==> src/rtl/fetch_prefetch_queue_if.sv <==
// rtl/fetch_prefetch_queue_if.sv - fetch front-end bundle: instruction-memory port, redirect and IF/ID stream
interface fetch_prefetch_queue_if #(
    parameter int DEPTH = 4
);
    localparam int CW = $clog2(DEPTH) + 1;

    logic          imem_req;
    logic [63:0]   imem_addr;
    logic          imem_gnt;
    logic          imem_rvalid;
    logic [31:0]   imem_rdata;
    logic          redirect;
    logic [63:0]   redirect_pc;
    logic          out_valid;
    logic [31:0]   out_instr;
    logic [63:0]   out_pc;
    logic          out_ready;
    logic [CW-1:0] count;

    modport master (
        output imem_req, imem_addr,
        input  imem_gnt, imem_rvalid, imem_rdata,
        input  redirect, redirect_pc,
        output out_valid, out_instr, out_pc,
        input  out_ready,
        output count
    );

    modport slave (
        input  imem_req, imem_addr,
        output imem_gnt, imem_rvalid, imem_rdata,
        output redirect, redirect_pc,
        input  out_valid, out_instr, out_pc,
        output out_ready,
        input  count
    );
endinterface

==> src/rtl/fetch_prefetch_queue.sv <==
// rtl/fetch_prefetch_queue.sv - credit-limited instruction prefetcher with in-order response FIFO and redirect flush
module fetch_prefetch_queue #(
    parameter int          DEPTH    = 4,
    parameter logic [63:0] RESET_PC = 64'h0
) (
    input  logic                   clk,
    input  logic                   rst,
    fetch_prefetch_queue_if.master bus
);
    localparam int AW = $clog2(DEPTH);
    localparam int CW = AW + 1;
    localparam int OW = CW + 1;
    localparam logic [OW-1:0] DEPTH_V = OW'(DEPTH);

    typedef enum logic [1:0] {IDLE, REQ, CREDIT} state_t;

    state_t        state, state_nx;
    logic [63:0]   fetch_pc, rsp_pc;
    logic [CW-1:0] inflight, inflight_nx, drop, count_q;
    logic [AW-1:0] wr_ptr, rd_ptr;
    logic [31:0]   fifo_instr [DEPTH];
    logic [63:0]   fifo_pc    [DEPTH];
    logic [OW-1:0] outstanding;
    logic          gnt_acc, push, pop;

    assign gnt_acc     = (state == REQ) && bus.imem_gnt;
    // A response arriving with a redirect, or while drop is pending, belongs to the old stream.
    assign push        = bus.imem_rvalid && !bus.redirect && (drop == '0);
    assign pop         = bus.out_valid && bus.out_ready;
    assign inflight_nx = inflight + CW'(gnt_acc) - CW'(bus.imem_rvalid);
    assign outstanding = {1'b0, count_q} + {1'b0, inflight};

    assign bus.imem_req  = (state == REQ);
    assign bus.imem_addr = fetch_pc;
    assign bus.out_valid = (count_q != '0);
    assign bus.out_instr = fifo_instr[rd_ptr];
    assign bus.out_pc    = fifo_pc[rd_ptr];
    assign bus.count     = count_q;

    always_comb begin
        state_nx = state;
        case (state)
            IDLE:    state_nx = REQ;
            REQ:     if (gnt_acc && (outstanding + OW'(1) >= DEPTH_V)) state_nx = CREDIT;
            CREDIT:  if (outstanding < DEPTH_V) state_nx = REQ;
            default: state_nx = IDLE;
        endcase
        // A full set of cancelled fetches still holds every credit, so wait for them to drain.
        if (bus.redirect)
            state_nx = ({1'b0, inflight_nx} < DEPTH_V) ? REQ : CREDIT;
    end

    always_ff @(posedge clk or posedge rst) begin
        if (rst) begin
            state    <= IDLE;
            fetch_pc <= RESET_PC;
            rsp_pc   <= RESET_PC;
            inflight <= '0;
            drop     <= '0;
            count_q  <= '0;
            wr_ptr   <= '0;
            rd_ptr   <= '0;
            for (int i = 0; i < DEPTH; i++) begin
                fifo_instr[i] <= '0;
                fifo_pc[i]    <= '0;
            end
        end else begin
            state    <= state_nx;
            inflight <= inflight_nx;
            if (bus.redirect) begin
                fetch_pc <= bus.redirect_pc;
                rsp_pc   <= bus.redirect_pc;
                drop     <= inflight_nx;
                count_q  <= '0;
                wr_ptr   <= '0;
                rd_ptr   <= '0;
            end else begin
                if (gnt_acc)
                    fetch_pc <= fetch_pc + 64'd4;
                if (bus.imem_rvalid && (drop != '0))
                    drop <= drop - CW'(1);
                if (push) begin
                    fifo_instr[wr_ptr] <= bus.imem_rdata;
                    fifo_pc[wr_ptr]    <= rsp_pc;
                    rsp_pc             <= rsp_pc + 64'd4;
                    wr_ptr             <= wr_ptr + AW'(1);
                end
                if (pop)
                    rd_ptr <= rd_ptr + AW'(1);
                count_q <= count_q + CW'(push) - CW'(pop);
            end
        end
    end
endmodule

==> src/flat_wrapper.sv <==
// flat-port wrapper written by rule: the top's interface ports become plain ports
module fetch_prefetch_queue_flat 
#(
    parameter int          DEPTH    = 4,
    parameter logic [63:0] RESET_PC = 64'h0
)
  (clk, rst, bus_imem_req, bus_imem_addr, bus_imem_gnt, bus_imem_rvalid, bus_imem_rdata, bus_redirect, bus_redirect_pc, bus_out_valid, bus_out_instr, bus_out_pc, bus_out_ready, bus_count);
  fetch_prefetch_queue_if #(.DEPTH(DEPTH)) bus_i ();
  input  logic clk;
  input  logic rst;
  output wire logic [$bits(bus_i.imem_req)-1:0] bus_imem_req;
  output wire logic [$bits(bus_i.imem_addr)-1:0] bus_imem_addr;
  input wire logic [$bits(bus_i.imem_gnt)-1:0] bus_imem_gnt;
  input wire logic [$bits(bus_i.imem_rvalid)-1:0] bus_imem_rvalid;
  input wire logic [$bits(bus_i.imem_rdata)-1:0] bus_imem_rdata;
  input wire logic [$bits(bus_i.redirect)-1:0] bus_redirect;
  input wire logic [$bits(bus_i.redirect_pc)-1:0] bus_redirect_pc;
  output wire logic [$bits(bus_i.out_valid)-1:0] bus_out_valid;
  output wire logic [$bits(bus_i.out_instr)-1:0] bus_out_instr;
  output wire logic [$bits(bus_i.out_pc)-1:0] bus_out_pc;
  input wire logic [$bits(bus_i.out_ready)-1:0] bus_out_ready;
  output wire logic [$bits(bus_i.count)-1:0] bus_count;
  assign bus_imem_req = bus_i.imem_req;
  assign bus_imem_addr = bus_i.imem_addr;
  assign bus_i.imem_gnt = bus_imem_gnt;
  assign bus_i.imem_rvalid = bus_imem_rvalid;
  assign bus_i.imem_rdata = bus_imem_rdata;
  assign bus_i.redirect = bus_redirect;
  assign bus_i.redirect_pc = bus_redirect_pc;
  assign bus_out_valid = bus_i.out_valid;
  assign bus_out_instr = bus_i.out_instr;
  assign bus_out_pc = bus_i.out_pc;
  assign bus_i.out_ready = bus_out_ready;
  assign bus_count = bus_i.count;
  fetch_prefetch_queue #(.DEPTH(DEPTH), .RESET_PC(RESET_PC)) u_core (.clk(clk), .rst(rst), .bus(bus_i));
endmodule
==> config.mk <==
export PLATFORM = sky130hd
export DESIGN_NAME = fetch_prefetch_queue_flat
export DESIGN_NICKNAME = d
export VERILOG_FILES = /design/src/rtl/fetch_prefetch_queue_if.sv /design/src/rtl/fetch_prefetch_queue.sv /design/src/flat_wrapper.sv
export SDC_FILE = /design/constraint.sdc
export NUM_CORES = 1
export LEC_CHECK = 0
export BUFFER_PORTS_ARGS = -buffer_cell sky130_fd_sc_hd__buf_2
export CELL_PAD_IN_SITES_DETAIL_PLACEMENT = 1
export CELL_PAD_IN_SITES_GLOBAL_PLACEMENT = 1
export CORE_MARGIN = 1.5
export CORE_UTILIZATION = 47
export DETAILED_ROUTE_END_ITERATION = 12
export PLACE_DENSITY = 0.8
export SLEW_MARGIN = 20
export SYNTH_ARGS = -nofsm -noshare
export SYNTH_HDL_FRONTEND = slang
export SYNTH_SLANG_ARGS = --single-unit
==> constraint.sdc <==
create_clock -name clk -period 37.6 [get_ports clk]
set_clock_uncertainty 0.05 [all_clocks]
set_input_delay 7.52 -clock clk [delete_from_list [all_inputs] [get_ports clk]]
set_output_delay 7.52 -clock clk [all_outputs]
set_load 0.02 [all_outputs]
# ---- Word-level counts from Yosys, hierarchy flattened
# Index checks and enable logic that the tools add are counted.
dict set report word_totals {
  register_bits 527
  latchBits 0
  ram_bits 0
  mem_bits_ro 0
  inputBits 102
  output_inout_bits 165
  elab_cells 86
  mem_count 0
}
dict set report classes {
  n_addsub 11
  mul 0
  div_mod_pow 0
  order_cmp 6
  eq_ne 4
  shifts 0
  mux 28
  bitwise_logic 3
  reduce_logical 18
}
# op n
set op_table {}
lappend op_table {{$mux W64} 7}
lappend op_table {{$bwmux W256} 1}
lappend op_table {{$add A64 B3 Y64 const B} 2}
lappend op_table {{$bmux W64 S2} 1}
lappend op_table {{$bwmux W128} 1}
lappend op_table {{$demux W64 S2} 1}
lappend op_table {{$mux W32} 3}
lappend op_table {{$bmux W32 S2} 1}
lappend op_table {{$demux W32 S2} 1}
lappend op_table {{$mux W2} 8}
lappend op_table {{$mux W3} 3}
lappend op_table {{$reduce_bool A2 Y1} 4}
lappend op_table {{$logic_and A1 B1 Y1} 7}
lappend op_table {{$add A3 B1 Y3} 2}
lappend op_table {{$ge A3 B3 Y1 const B} 2}
lappend op_table {{$not A2 Y3} 2}
lappend op_table {{$pmux W2 S3} 1}
lappend op_table {{$reduce_bool A3 Y1} 2}
lappend op_table {{$sub A3 B1 Y3} 2}
lappend op_table {{$add A2 B1 Y2 const B} 2}
lappend op_table {{$add A3 B3 Y4} 1}
lappend op_table {{$add A4 B1 Y4 const B} 1}
lappend op_table {{$ge A4 B3 Y1 const B} 1}
lappend op_table {{$lt A4 B3 Y1 const B} 1}
lappend op_table {{12 further kinds} 13}

# ---- Longest topological paths before layout
dict set report depth {
  ltp_word 7
  depth_mapped 10
  depth_no_buf 10
}

# ---- Worst setup path before layout
# Ideal clock, no wire load.
dict set report synth_timing {
  path_type {reg-to-output}
  start {register u_core.rd_ptr[0]}
  end {output bus_out_instr[12]}
  t_arrival_ps 2008
  required_time_ps 30030
  setup_slack_ps 28022
  stages_incl_launch_ff 5
  n_path_buf 3
  cell_sequence {dfrtp_1 clkbuf_1 buf_2 buf_1 mux4_2}
}
dict set report synth_between {
  elab_chain_cells 4
}
# item line_no
set synth_lines {}
lappend synth_lines {{start, declared} fetch_prefetch_queue.sv:20} ;# logic [AW-1:0] wr_ptr, rd_ptr;
lappend synth_lines {{start signal, assigned} fetch_prefetch_queue.sv:89} ;# rd_ptr <= rd_ptr + AW'(1);
lappend synth_lines {{$not A2 Y3 (implied by the code)} fetch_prefetch_queue.sv:36} ;# assign bus.out_instr = fifo_instr[rd_ptr];
lappend synth_lines {{$bmux W32 S2} fetch_prefetch_queue.sv:36}
lappend synth_lines {{$mux W32 (implied by the code) (2 in series)} fetch_prefetch_queue.sv:36}
lappend synth_lines {{end, declared} flat_wrapper.sv:19} ;# output wire logic [$bits(bus_i.out_instr)-1:0] bus_out_instr;
# No other way between the ends. The select of a mux whose other input is x is not followed.

# ---- Worst setup path after layout
dict set report layout_timing {
  start {register u_core.rd_ptr[0]}
  end {output bus_out_pc[20]}
}
dict set report layout_between {
  elab_chain_cells 4
}
# item line_no
set layout_lines {}
lappend layout_lines {{$not A2 Y3 (implied by the code)} fetch_prefetch_queue.sv:37} ;# assign bus.out_pc = fifo_pc[rd_ptr];
lappend layout_lines {{$bmux W64 S2} fetch_prefetch_queue.sv:37}
lappend layout_lines {{$mux W64 (implied by the code) (2 in series)} fetch_prefetch_queue.sv:37}
lappend layout_lines {{end, declared} flat_wrapper.sv:20} ;# output wire logic [$bits(bus_i.out_pc)-1:0] bus_out_pc;
# No other way between the ends. The select of a mux whose other input is x is not followed.

==> key figures <==
Clock network
  • Worst-Skew Late Latency: between 0.6 and 0.7 ns
  • Clk slew on worst S/H paths: approximately 0.06 ns
  • PostCTS Resize Cnt: 0
  • Deepest clock path buffer count: 3
  • Setup Buffers After CTS: 0
  • Clk Tree Root Cell: clkbuf_16
  • CTS tree: done
  • CTS Sinks: 527
  • H-tree levels: 2
  • Inserted Clock Buffers: 57
  • CTS Hold Bufs: 0

Floorplanning
  • FP Rows: 84
  • Die height: approximately 230 um
  • Core Area: 52600 um^2
  • Die Width: between 200 and 250 um
  • Starting density of the core: ~48%
  • Die footprint: approximately 55000 um^2
  • I/O pins: between 200 and 300

GRT
  • Antenna violations before repair: 0
  • GR Overflow Total: 0
  • First-pass GRT wire length: approximately 110000 um
  • Vias in the first global route: between 15000 and 20000
  • Largest net degree at the start of global routing: 182
  • All-layer global routing usage: about a quarter

Synth
  • #FFs+latches synth: 527
  • Post-Syn Nets: about 2100
  • Post-Syn Instances: roughly 2000
  • Fraction of registers with async set/reset: 100%
  • Primary FF master, synth: dfrtp_1
  • Syn avg cell area: between 10 and 15 um^2
  • Yosys warns: 0
  • Count leader, synth: dfrtp_1
  • Mapped cell area: between 20000 and 30000 um^2
  • Number of synthesized flops with an enable pin: 0
  • Sequential area share after synthesis: approximately 53%
  • Post-synth top area share: between 50 and 60%
  • Top post-synthesis cells by area: dfrtp_1 53%, mux2_2 17%, mux4_2 8.6%
  • Largest area contributor in the netlist: dfrtp_1
  • Post-synth top cells: 527 x dfrtp_1, 376 x mux2_2, 112 x nand2_1
  • Synth cell types: between 60 and 70

Setup path
  • Slowest stage cell on the critical path: dfrtp_4
  • CP Cell Sequence: buf_4 > mux4_2 > buf_2
  • R2R cell count: 7
  • CP Capture Type: output pin
  • Delay-heaviest family, CP: buffers and inverters
  • RR Startpoint: u_core.drop[0]
  • RR Endpoint: u_core.fifo_pc[212]
  • Setup CP Type: register to output pin
  • Worst endpoint data arrival time: 3.17 ns
  • CP Max Fanout: 38
  • Max stage delay on crit path: about 0.87 ns
  • Instance count on the critical path: 3
  • Reg2Reg Setup Slack: around 34 ns
  • Worst path bufs/invs: 2
  • CP startpoint kind: register
  • Critical Path RT: between 30 and 40 ns

Layout
  • Fraction of layout cells with a size suffix above 1: between 30% and 40%
  • Nets: roughly 2300
  • FILL cells: 5292
  • P&R area growth vs syn: 15.1%
  • Post-Layout Inst Area: 28800 um^2
  • Antenna fix cells: 0

Detailed routing
  • Vias: 17300
  • DRC violations left: 0
  • Final wirelength: approximately 71000 um
  • Vias per cell: 6.02
  • 1st-iter DRT viols: around 920
  • Drt first pass iters: 7
  • Antenna Violating Nets Remaining: 0
  • Avg WL per Cell: roughly 24 um

STA
  • Actual slew at the worst max-slew pin: ~1.0 ns
  • Setup tns final: 0 ns
  • Slew Limit Fails: 0
  • Tcrit/Tclk final: ~29%
  • RSZ-0062 raised after global routing: false
  • Max Clk Rate: a little over 0.09 GHz
  • Slew headroom: roughly 30%
  • Fin. Hold Viols: 0
  • Fin crit period: roughly 11 ns
  • Finish-stage setup viols: 0

Hold path
  • Worst Hold Launch: u_core.fifo_pc[142]
  • Worst hold path endpoint: u_core.fifo_pc[142]
  • Cell count of the worst hold path: 2
  • Hold crit path type: register to register

Place
  • Input/output buffers: between 200 and 300
  • Placement Cell Area: between 20000 and 30000 um^2
  • HPWL Detailed: roughly 47000 um
  • Routability cong.: 0.886

Pwr
  • Power Density: about 66 nW/um^2
  • VDD IR-drop max: 0.0000366 V
  • Leak Pwr: about 13 nW

Outcome
  • Status: finished clean

Flow run
  • MaxCap Viol Count: 0
==> through the flow <==
stage               cells  utilization, %  power [W]  setup WS [ns]  hold WS, ns
finish               2884            54.8    0.00189          26.86        0.429
floorplan            1947               -    0.00113          15.30        0.395
global placement     2782            51.1    0.00131          27.13        0.405
CTS                  2882            54.7    0.00191          26.75        0.431
global route         2884            54.8    0.00198          26.65        0.457
detailed placement   2782            51.2    0.00134          27.10        0.417
==> layer usage <==
| layer | up-vias | track usage (%) | share of wire, % |
|---|---|---|---|
| met1 | 9176 | 35.4 | 43 |
| met2 | 475 | 43.8 | 49 |
| li1 | 7583 | - | - |
| met4 | 0 | 7.43 | 2.4 |
| met5 | - | 0 | 0 |
| met3 | 114 | 4.20 | 4.8 |
==> cell type report <==
cell class	count	area [um^2]	area share (%)
Clock buffer	82	1690	5.87
Clock inverter	18	180	0.625
Inverter	47	186	0.647
Multi-Input combinational cell	1238	11200	38.8
Sequential cell	527	13200	45.8
Tap cell	688	861	2.99
Timing Repair Buffer	284	1510	5.25
==> worst max path at each step <==
| stage | start | endpoint | slack (ns) |
|---|---|---|---|
| floorplan | rst | u_core.bus.count[0] | 15.30 |
| global placement | bus_imem_gnt | u_core.bus.imem_addr[62] | 27.13 |
| detailed placement | bus_imem_gnt | u_core.bus.imem_addr[62] | 27.10 |
| CTS | u_core.rd_ptr[0] | bus_out_pc[20] | 26.75 |
| global route | u_core.rd_ptr[0] | bus_out_pc[20] | 26.65 |
| finish | u_core.rd_ptr[0] | bus_out_pc[20] | 26.86 |
==> where the power goes <==
group / switching, W / internal, W / total [W]
Combinational: 0.000306 / 0.000254 / 0.000560
Clock: 0.000231 / 0.000330 / 0.000562
Sequential: 0.0000954 / 0.000672 / 0.000768
==> state kept, by name, summed over array words and instances (netlist names) <==
name / flops
u_core.state: 2
u_core.drop: 3
u_core.bus.imem_addr: 64
u_core.wr_ptr: 2
u_core.fifo_instr: 128
u_core.inflight: 3
u_core.bus.count: 3
u_core.rd_ptr: 2
u_core.rsp_pc: 64
u_core.fifo_pc: 256
==> worst reg2reg max path, cell delays in order, from the launching register on <==
cell	delay, ns
dfrtp_1	0.37
inv_1	0.11
ha_1	0.24
nand3b_1	0.29
nor2_1	0.75
nand2_4	0.58
buf_4	0.64
mux2_2	0.47
==> cells by family after synthesis <==
group                      Yosys count  share of synthesized area (%)
DFF                                527                           52.7
muxes                              484                           26.0
and+or+nand+nor                    479                           10.2
AOI/OAI and AO/OA                  185                           4.71
buffers and inverters              182                           2.81
xor gates and xnor gates            72                           2.52
adders and majority gates           18                          0.990
==> placed cells by master (no fill, tap or decap), types with 8 or more instances in the layout <==
cell / synthesis / final
a211oi_1: 16 / 16
mux2i_1: 12 / 12
nor4_1: 33 / 32
mux4_2: 96 / 96
o31a_1: 9 / 9
nor3_1: 39 / 39
and2_1: 10 / 10
dfrtp_1: 527 / 525
and3_1: 19 / 19
clkbuf_8: 0 / 17
buf_2: 8 / 265
buf_4: 0 / 16
a21oi_1: 36 / 36
clkinv_2: 0 / 10
xor2_1: 30 / 30
xnor2_1: 42 / 42
nor2_1: 73 / 73
and4_1: 12 / 12
ha_1: 15 / 15
nand3_1: 42 / 42
or3_1: 17 / 17
nand2_1: 112 / 108
a21boi_0: 12 / 12
o21ai_0: 61 / 61
clkbuf_1: 78 / 8
nand2b_1: 15 / 15
clkbuf_16: 0 / 57
nand4_1: 54 / 54
a31oi_1: 15 / 15
mux2_2: 376 / 376
or4_1: 11 / 11
inv_1: 46 / 45
No activity file was read; power rests on OpenSTA's default activity.
